[src/rtl/demux_pkg.sv]
// rtl/demux_pkg.sv - shared widths, lane-count clamp and lane-mask helpers for the byte striper
//
// Purpose: constants and small pure functions used by demux1n_striper and
// demux_frame_reg. Widths here are for the default 4-lane build; the top
// recomputes its own from its NLANES parameter.
// Ports: none (package).
package demux_pkg;

  localparam int DEF_NLANES = 4;
  localparam int DEF_LW     = $clog2(DEF_NLANES + 1);  // width of a lane count 0..NLANES
  localparam int DEF_IW     = $clog2(DEF_NLANES);      // width of a lane index 0..NLANES-1
  localparam int MAX_LANES  = 32;                      // widest mask lane_mask can build

  localparam logic [7:0] DEF_PAD_BYTE = 8'hBC;

  // Requested lane count; 0 or anything above the physical count means "all lanes".
  function automatic int clamp_lanes(int n, int nlanes);
    return ((n < 1) || (n > nlanes)) ? nlanes : n;
  endfunction

  // Ones in bits 0..n-1. Callers truncate to their own lane count.
  function automatic logic [MAX_LANES-1:0] lane_mask(int n);
    logic [MAX_LANES-1:0] m;
    m = '0;
    for (int i = 0; i < MAX_LANES; i++) begin
      if (i < n) m[i] = 1'b1;
    end
    return m;
  endfunction

endpackage

[src/rtl/demux_frame_reg.sv]
// rtl/demux_frame_reg.sv - output frame holding register with load/drain handshake
//
// Purpose: holds the frame presented to the lane encoders until taken.
// Ports:
//   clk4f      in   clock, posedge
//   reset      in   synchronous active-low reset
//   load       in   capture load_data/load_valid this cycle (caller guarantees slot free)
//   load_data  in   NLANES*W frame contents
//   load_valid in   NLANES per-lane valid for the frame
//   out_ready  in   downstream takes the frame when validout!=0
//   out        out  presented frame, lane k at out[k*W +: W]
//   validout   out  per-lane valid of the presented frame
//   out_full   out  a frame is presented (|validout)
module demux_frame_reg
  import demux_pkg::*;
#(
  parameter int W      = 8,
  parameter int NLANES = DEF_NLANES
) (
  input  logic                clk4f,
  input  logic                reset,
  input  logic                load,
  input  logic [NLANES*W-1:0] load_data,
  input  logic [NLANES-1:0]   load_valid,
  input  logic                out_ready,
  output logic [NLANES*W-1:0] out,
  output logic [NLANES-1:0]   validout,
  output logic                out_full
);

  assign out_full = |validout;

  // A load takes priority over a drain so a frame completing in the same cycle
  // the previous one is taken replaces it with no empty cycle in between.
  always_ff @(posedge clk4f) begin
    if (!reset) begin
      out      <= '0;
      validout <= '0;
    end else if (load) begin
      out      <= load_data;
      validout <= load_valid;
    end else if (out_full && out_ready) begin
      out      <= '0;
      validout <= '0;
    end
  end

endmodule

[src/rtl/demux1n_striper.sv]
// rtl/demux1n_striper.sv - 1-to-N round-robin byte striper with runtime lane count
//
// Purpose: stripes accepted bytes across cfg_lanes lanes (lane 0 first) and
// presents each completed lane set as one parallel frame.
// Optional feature: define PAD_FLUSH_EN to flush a partial frame, padded with
// PAD_BYTE, after FLUSH_TIMEOUT idle cycles. Without it partial frames wait.
// Ports:
//   clk4f        in   clock, posedge
//   reset        in   synchronous active-low reset
//   in           in   input byte
//   valid        in   input byte valid
//   in_ready     out  byte accepted when valid & in_ready
//   active_lanes in   lanes to use, 1..NLANES (0 or too large means NLANES)
//   out          out  frame, lane k at out[k*W +: W]
//   validout     out  per-lane valid
//   out_ready    in   downstream takes the frame when validout!=0
module demux1n_striper
  import demux_pkg::*;
#(
  parameter int           W             = 8,
  parameter int           NLANES        = DEF_NLANES,
  parameter int           FLUSH_TIMEOUT = 8,
  parameter logic [W-1:0] PAD_BYTE      = W'(DEF_PAD_BYTE)
) (
  input  logic                          clk4f,
  input  logic                          reset,
  input  logic [W-1:0]                  in,
  input  logic                          valid,
  output logic                          in_ready,
  input  logic [$clog2(NLANES+1)-1:0]   active_lanes,
  output logic [NLANES*W-1:0]           out,
  output logic [NLANES-1:0]             validout,
  input  logic                          out_ready
);

  localparam int LW = $clog2(NLANES + 1);
  localparam int IW = $clog2(NLANES);
  localparam int CW = $clog2(FLUSH_TIMEOUT + 1);

`ifdef PAD_FLUSH_EN
  localparam bit FLUSH_EN = 1'b1;
`else
  localparam bit FLUSH_EN = 1'b0;
`endif

  logic [IW-1:0]       ptr;
  logic [LW-1:0]       cfg_lanes;
  logic [NLANES*W-1:0] stage;
  logic [CW-1:0]       idle_cnt;

  logic                out_full;
  logic                slot_free;
  logic                accept;
  logic                frame_done;
  logic                flush_fire;
  logic                load;
  logic [LW-1:0]       req_lanes;
  logic [LW-1:0]       eff_lanes;
  logic [NLANES*W-1:0] load_data;
  logic [NLANES-1:0]   load_valid;

  assign slot_free = ~out_full | out_ready;
  assign in_ready  = reset & slot_free;
  assign accept    = valid & in_ready;

  // Between frames the live request applies, so the first byte of a frame
  // already uses the newly requested lane count; mid-frame the latched one does.
  assign req_lanes = LW'(clamp_lanes(int'(active_lanes), NLANES));
  assign eff_lanes = (ptr == '0) ? req_lanes : cfg_lanes;

  assign frame_done = accept && (int'(ptr) == int'(eff_lanes) - 1);

  // A flush never coincides with an accept: an arriving byte cancels it.
  assign flush_fire = FLUSH_EN && reset && (ptr != '0) && !accept &&
                      (int'(idle_cnt) == FLUSH_TIMEOUT) && slot_free;

  assign load = frame_done | flush_fire;

  // Frame contents: the byte arriving this cycle is merged at ptr so it appears
  // in the frame one cycle after acceptance. On flush, filled lanes keep their
  // bytes and the rest of the active set carries PAD_BYTE. Lanes beyond the
  // active set are always 0.
  always_comb begin
    load_data = '0;
    for (int k = 0; k < NLANES; k++) begin
      if (k < int'(eff_lanes)) begin
        if (flush_fire) begin
          load_data[k*W +: W] = (k < int'(ptr)) ? stage[k*W +: W] : PAD_BYTE;
        end else begin
          load_data[k*W +: W] = (k == int'(ptr)) ? in : stage[k*W +: W];
        end
      end
    end
    load_valid = flush_fire ? NLANES'(lane_mask(int'(ptr)))
                            : NLANES'(lane_mask(int'(eff_lanes)));
  end

  always_ff @(posedge clk4f) begin
    if (!reset) begin
      ptr       <= '0;
      cfg_lanes <= LW'(NLANES);
      stage     <= '0;
      idle_cnt  <= '0;
    end else begin
      if (ptr == '0) cfg_lanes <= req_lanes;

      if (accept) begin
        stage[ptr*W +: W] <= in;
        ptr               <= frame_done ? '0 : ptr + 1'b1;
      end else if (flush_fire) begin
        ptr <= '0;
      end

      // Counts idle cycles while a partial frame is held; saturates at the timeout.
      if (accept || flush_fire || (ptr == '0)) begin
        idle_cnt <= '0;
      end else if (int'(idle_cnt) < FLUSH_TIMEOUT) begin
        idle_cnt <= idle_cnt + 1'b1;
      end
    end
  end

  demux_frame_reg #(
    .W      (W),
    .NLANES (NLANES)
  ) u_frame_reg (
    .clk4f      (clk4f),
    .reset      (reset),
    .load       (load),
    .load_data  (load_data),
    .load_valid (load_valid),
    .out_ready  (out_ready),
    .out        (out),
    .validout   (validout),
    .out_full   (out_full)
  );

endmodule

[config.mk]
export PLATFORM = sky130hd
export DESIGN_NAME = demux1n_striper
export DESIGN_NICKNAME = d
export VERILOG_FILES = /design/src/rtl/demux_pkg.sv /design/src/rtl/demux_frame_reg.sv /design/src/rtl/demux1n_striper.sv
export SDC_FILE = /design/constraint.sdc
export NUM_CORES = 1
export LEC_CHECK = 0
export BUFFER_PORTS_ARGS = -buffer_cell sky130_fd_sc_hd__buf_2
export CORE_ASPECT_RATIO = 0.8
export CORE_MARGIN = 3
export CORE_UTILIZATION = 60
export DETAILED_ROUTE_END_ITERATION = 6
export GPL_ROUTABILITY_DRIVEN = 0
export PLACE_DENSITY_LB_ADDON = 0.1
export SLEW_MARGIN = 10
export SYNTH_ARGS = -nofsm -noshare
export SYNTH_HDL_FRONTEND = slang
export SYNTH_HIERARCHICAL = 1
export SYNTH_SLANG_ARGS = --single-unit
[constraint.sdc]
create_clock -name clk4f -period 6.9 [get_ports clk4f]
set_clock_uncertainty 0.15 [all_clocks]
set_input_delay 1.38 -clock clk4f [delete_from_list [all_inputs] [get_ports clk4f]]
set_output_delay 1.38 -clock clk4f [all_outputs]
set_load 0.05 [all_outputs]
==> impl_metrics.tcl <==
set metrics [dict create \
    synth_nets 519 \
    grt_setup_unrepaired "false" \
    grt_pass1_vias 3491 \
    holdPathEnd "stage[0]" \
    synth_area_leaders "dfxtp_1 (32%), o211ai_2 (8.0%), or4bb_1 (7.9%), mux2i_1 (7.3%), a21boi_1 (5.3%)" \
    numPortBuffers 51 \
    muxShareOfSynthArea_pct 7.25 \
    synth.avg_cell_area_um2 9.22 \
    cp-end-kind "register" \
    cp_max_fo 62 \
    mostFrequentLayoutCell "dfxtp_1" \
    worst_ep_arrival_time_ps 4530 \
    async_reset_ff_share_pct 0 \
    die_x_um 103 \
    postCtsResizedCells 0 \
    grt_pass1_wl_mm 17.4 \
    drive_gt1_share_pct 23.2 \
    final.setup.tns_ps 0 \
    p_leak_nw 1.91 \
    nets 525 \
    ir_drop_uv 116 \
    root_buffer "clkbuf_8" \
    avgViaCountPerCell 6.15 \
    cts_sinks 73 \
    synth_xor_area_share_pct 0.192 \
    rrSetupSlack_ps 2450 \
    clk_pin_slew_ps 80 \
    wl_mm 10.6 \
    r2r_cells 11 \
    grt_overflow 0 \
    ys_seq_area_share_pct 32.1 \
    worstSetupStartpointType "register" \
    synth_area_leader_cell "dfxtp_1" \
    ys_types 46 \
    dieArea_um2 8680 \
    num_rows 27 \
    postCtsSetupBuffers 0 \
    worstPathRequired_ps 6980 \
    dr.first_iter.drc_count 187 \
    worstReg2RegStart "ptr[0]" \
    tightestPinTransition_ps 1020 \
    power_per_cell_area_nw_per_um2 208 \
    clock_latency_ps 350 \
    finalNonFillerCells 606 \
    drt.antenna.violating_nets 0 \
    synth_edf_count 0 \
    synth_top_family_by_area "simple AND/OR/NAND/NOR gates" \
    die_y_um 83.9 \
    grt_util_all_layers_pct 25.3 \
    fin_crit_sh_pct 64.5 \
    ys.flop_type "dfxtp_1" \
    place_hpwl_mm 6.97 \
    worstReg2RegEnd "u_frame_reg/out[8]" \
    syn_inst 494 \
    holdPathStages 2 \
    grt_max_degree 93 \
    area_growth_pct 5.30 \
    cts_tree "built" \
    hp-start "stage[0]" \
    ys_warn_count 6 \
    wire_per_inst_um 17.5 \
    synthAdderAreaFrac_pct 2.75 \
    critical_path_class "reg2reg" \
    hold_buffers 0 \
    io_pins 52 \
    hp-class "reg2reg" \
    min_period_ps 4450 \
    pre_cts_ws_ps 2230 \
    synth_top_area_share_pct 32.1 \
    mostFrequentLayoutCells "dfxtp_1 (73), buf_2 (50), nand2_1 (41)" \
    ys_seq_elements 73 \
    max_freq_mhz 225 \
    netlist_area_um2 4550 \
    final_max_slew_viol_count 0 \
    initial_core_util_pct 63.9 \
    synth-compound-area-share_pct 15.8 \
    cts_buffers 9 \
    drc_errors 0 \
    design.core.area_um2 7130 \
    vias 3729 \
    yosys.area_share.simple_pct 32.7 \
    placed_cells 590 \
    antenna_found_initial 0 \
    layout_setup_ws_ps 2450 \
    clk_path_buf_depth 2 \
    slew_headroom_pct 31.9 \
    drv_cap 0 \
    diodes 0 \
    first_pass_iters 4 \
    setup_viol_count_final 0 \
    h-tree-depth 3 \
    final-hold-violation-count 0 \
    outcome "finished, final reports clean" \
]
==> per-stage QoR <==
step	power, mW	instance area, um^2	util, %	hold WS, ps
2_1_floorplan	0.616	4550	-	280
3_3_place_gp	0.641	4580	64.3	286
3_5_place_dp	0.644	4580	64.3	291
4_1_cts	1.00	4800	67.3	301
5_1_grt	1.04	4800	67.3	318
6_report	0.999	4800	67.3	300
==> cell families after synthesis <==
group / count (synthesis)
muxes: 33
and+or+nand+nor: 232
DFF: 73
adders and majority gates: 10
buffers and inverters: 68
AOI/OAI and AO/OA: 77
xor gates and xnor gates: 1
==> cell usage after synthesis (all sizes together), types with 2 or more instances <==
cell,n
nand3b,32
or4bb,32
ha,10
o211ai,32
nand2,41
nor2,36
buf,37
mux2i,33
nor4,2
o22ai,2
and2,5
or3b,4
nor3,3
nand4,30
nand2b,2
nor2b,5
nand3,36
a21boi,36
or3,2
clkbuf,21
inv,9
dfxtp,73
==> critical path: stages (launching register included) <==
cell      delay [ps]
dfxtp_1          430
inv_1            270
ha_1             590
nand2b_1         100
o22ai_1          800
ha_1             270
nand2_1           70
o21bai_1         200
nor2_4           570
buf_4            520
or4bb_1          210
o211ai_2          90
==> worst max-delay path by stage <==
stage,start,end,slack (ps),cells after the start
after floorplan,reset,in_ready,3250,2
after global placement,out_ready,u_frame_reg/out[10],2400,8
after detailed placement,active_lanes[2],u_frame_reg/out[13],2230,10
after CTS,ptr[0],u_frame_reg/out[13],2500,11
after global routing,ptr[0],u_frame_reg/out[21],2010,11
final,ptr[0],u_frame_reg/out[8],2450,11
==> sequential cells by signal (all words and copies together) (netlist names) <==
register	count
cfg_lanes	3
ptr	2
stage	32
u_frame_reg/out	32
u_frame_reg/validout	4
==> per-layer routing <==
metal  wire [um]  vias to the layer above  global-route usage (%)
li1            -                     1800                       -
met1        4810                     1816                    33.5
met2        5090                       98                    40.6
met3         523                       15                    5.68
met4         212                        0                    7.53
met5           0                        -                       0
==> power breakdown <==
| group | internal (mW) | switching, mW |
|---|---|---|
| Clock | 0.196 | 0.168 |
| Combinational | 0.0612 | 0.134 |
| Sequential | 0.430 | 0.00947 |
| Total | 0.687 | 0.312 |
==> final cells by class <==
class	count	area [um^2]
Tap cell	101	126
Sequential cell	73	1460
Fill cell	613	2330
Multi-Input combinational cell	353	2680
Clock inverter	4	50.0
Inverter	9	33.8
Clock buffer	12	165
Timing Repair Buffer	54	280
Power figures use the tool's default switching activity.
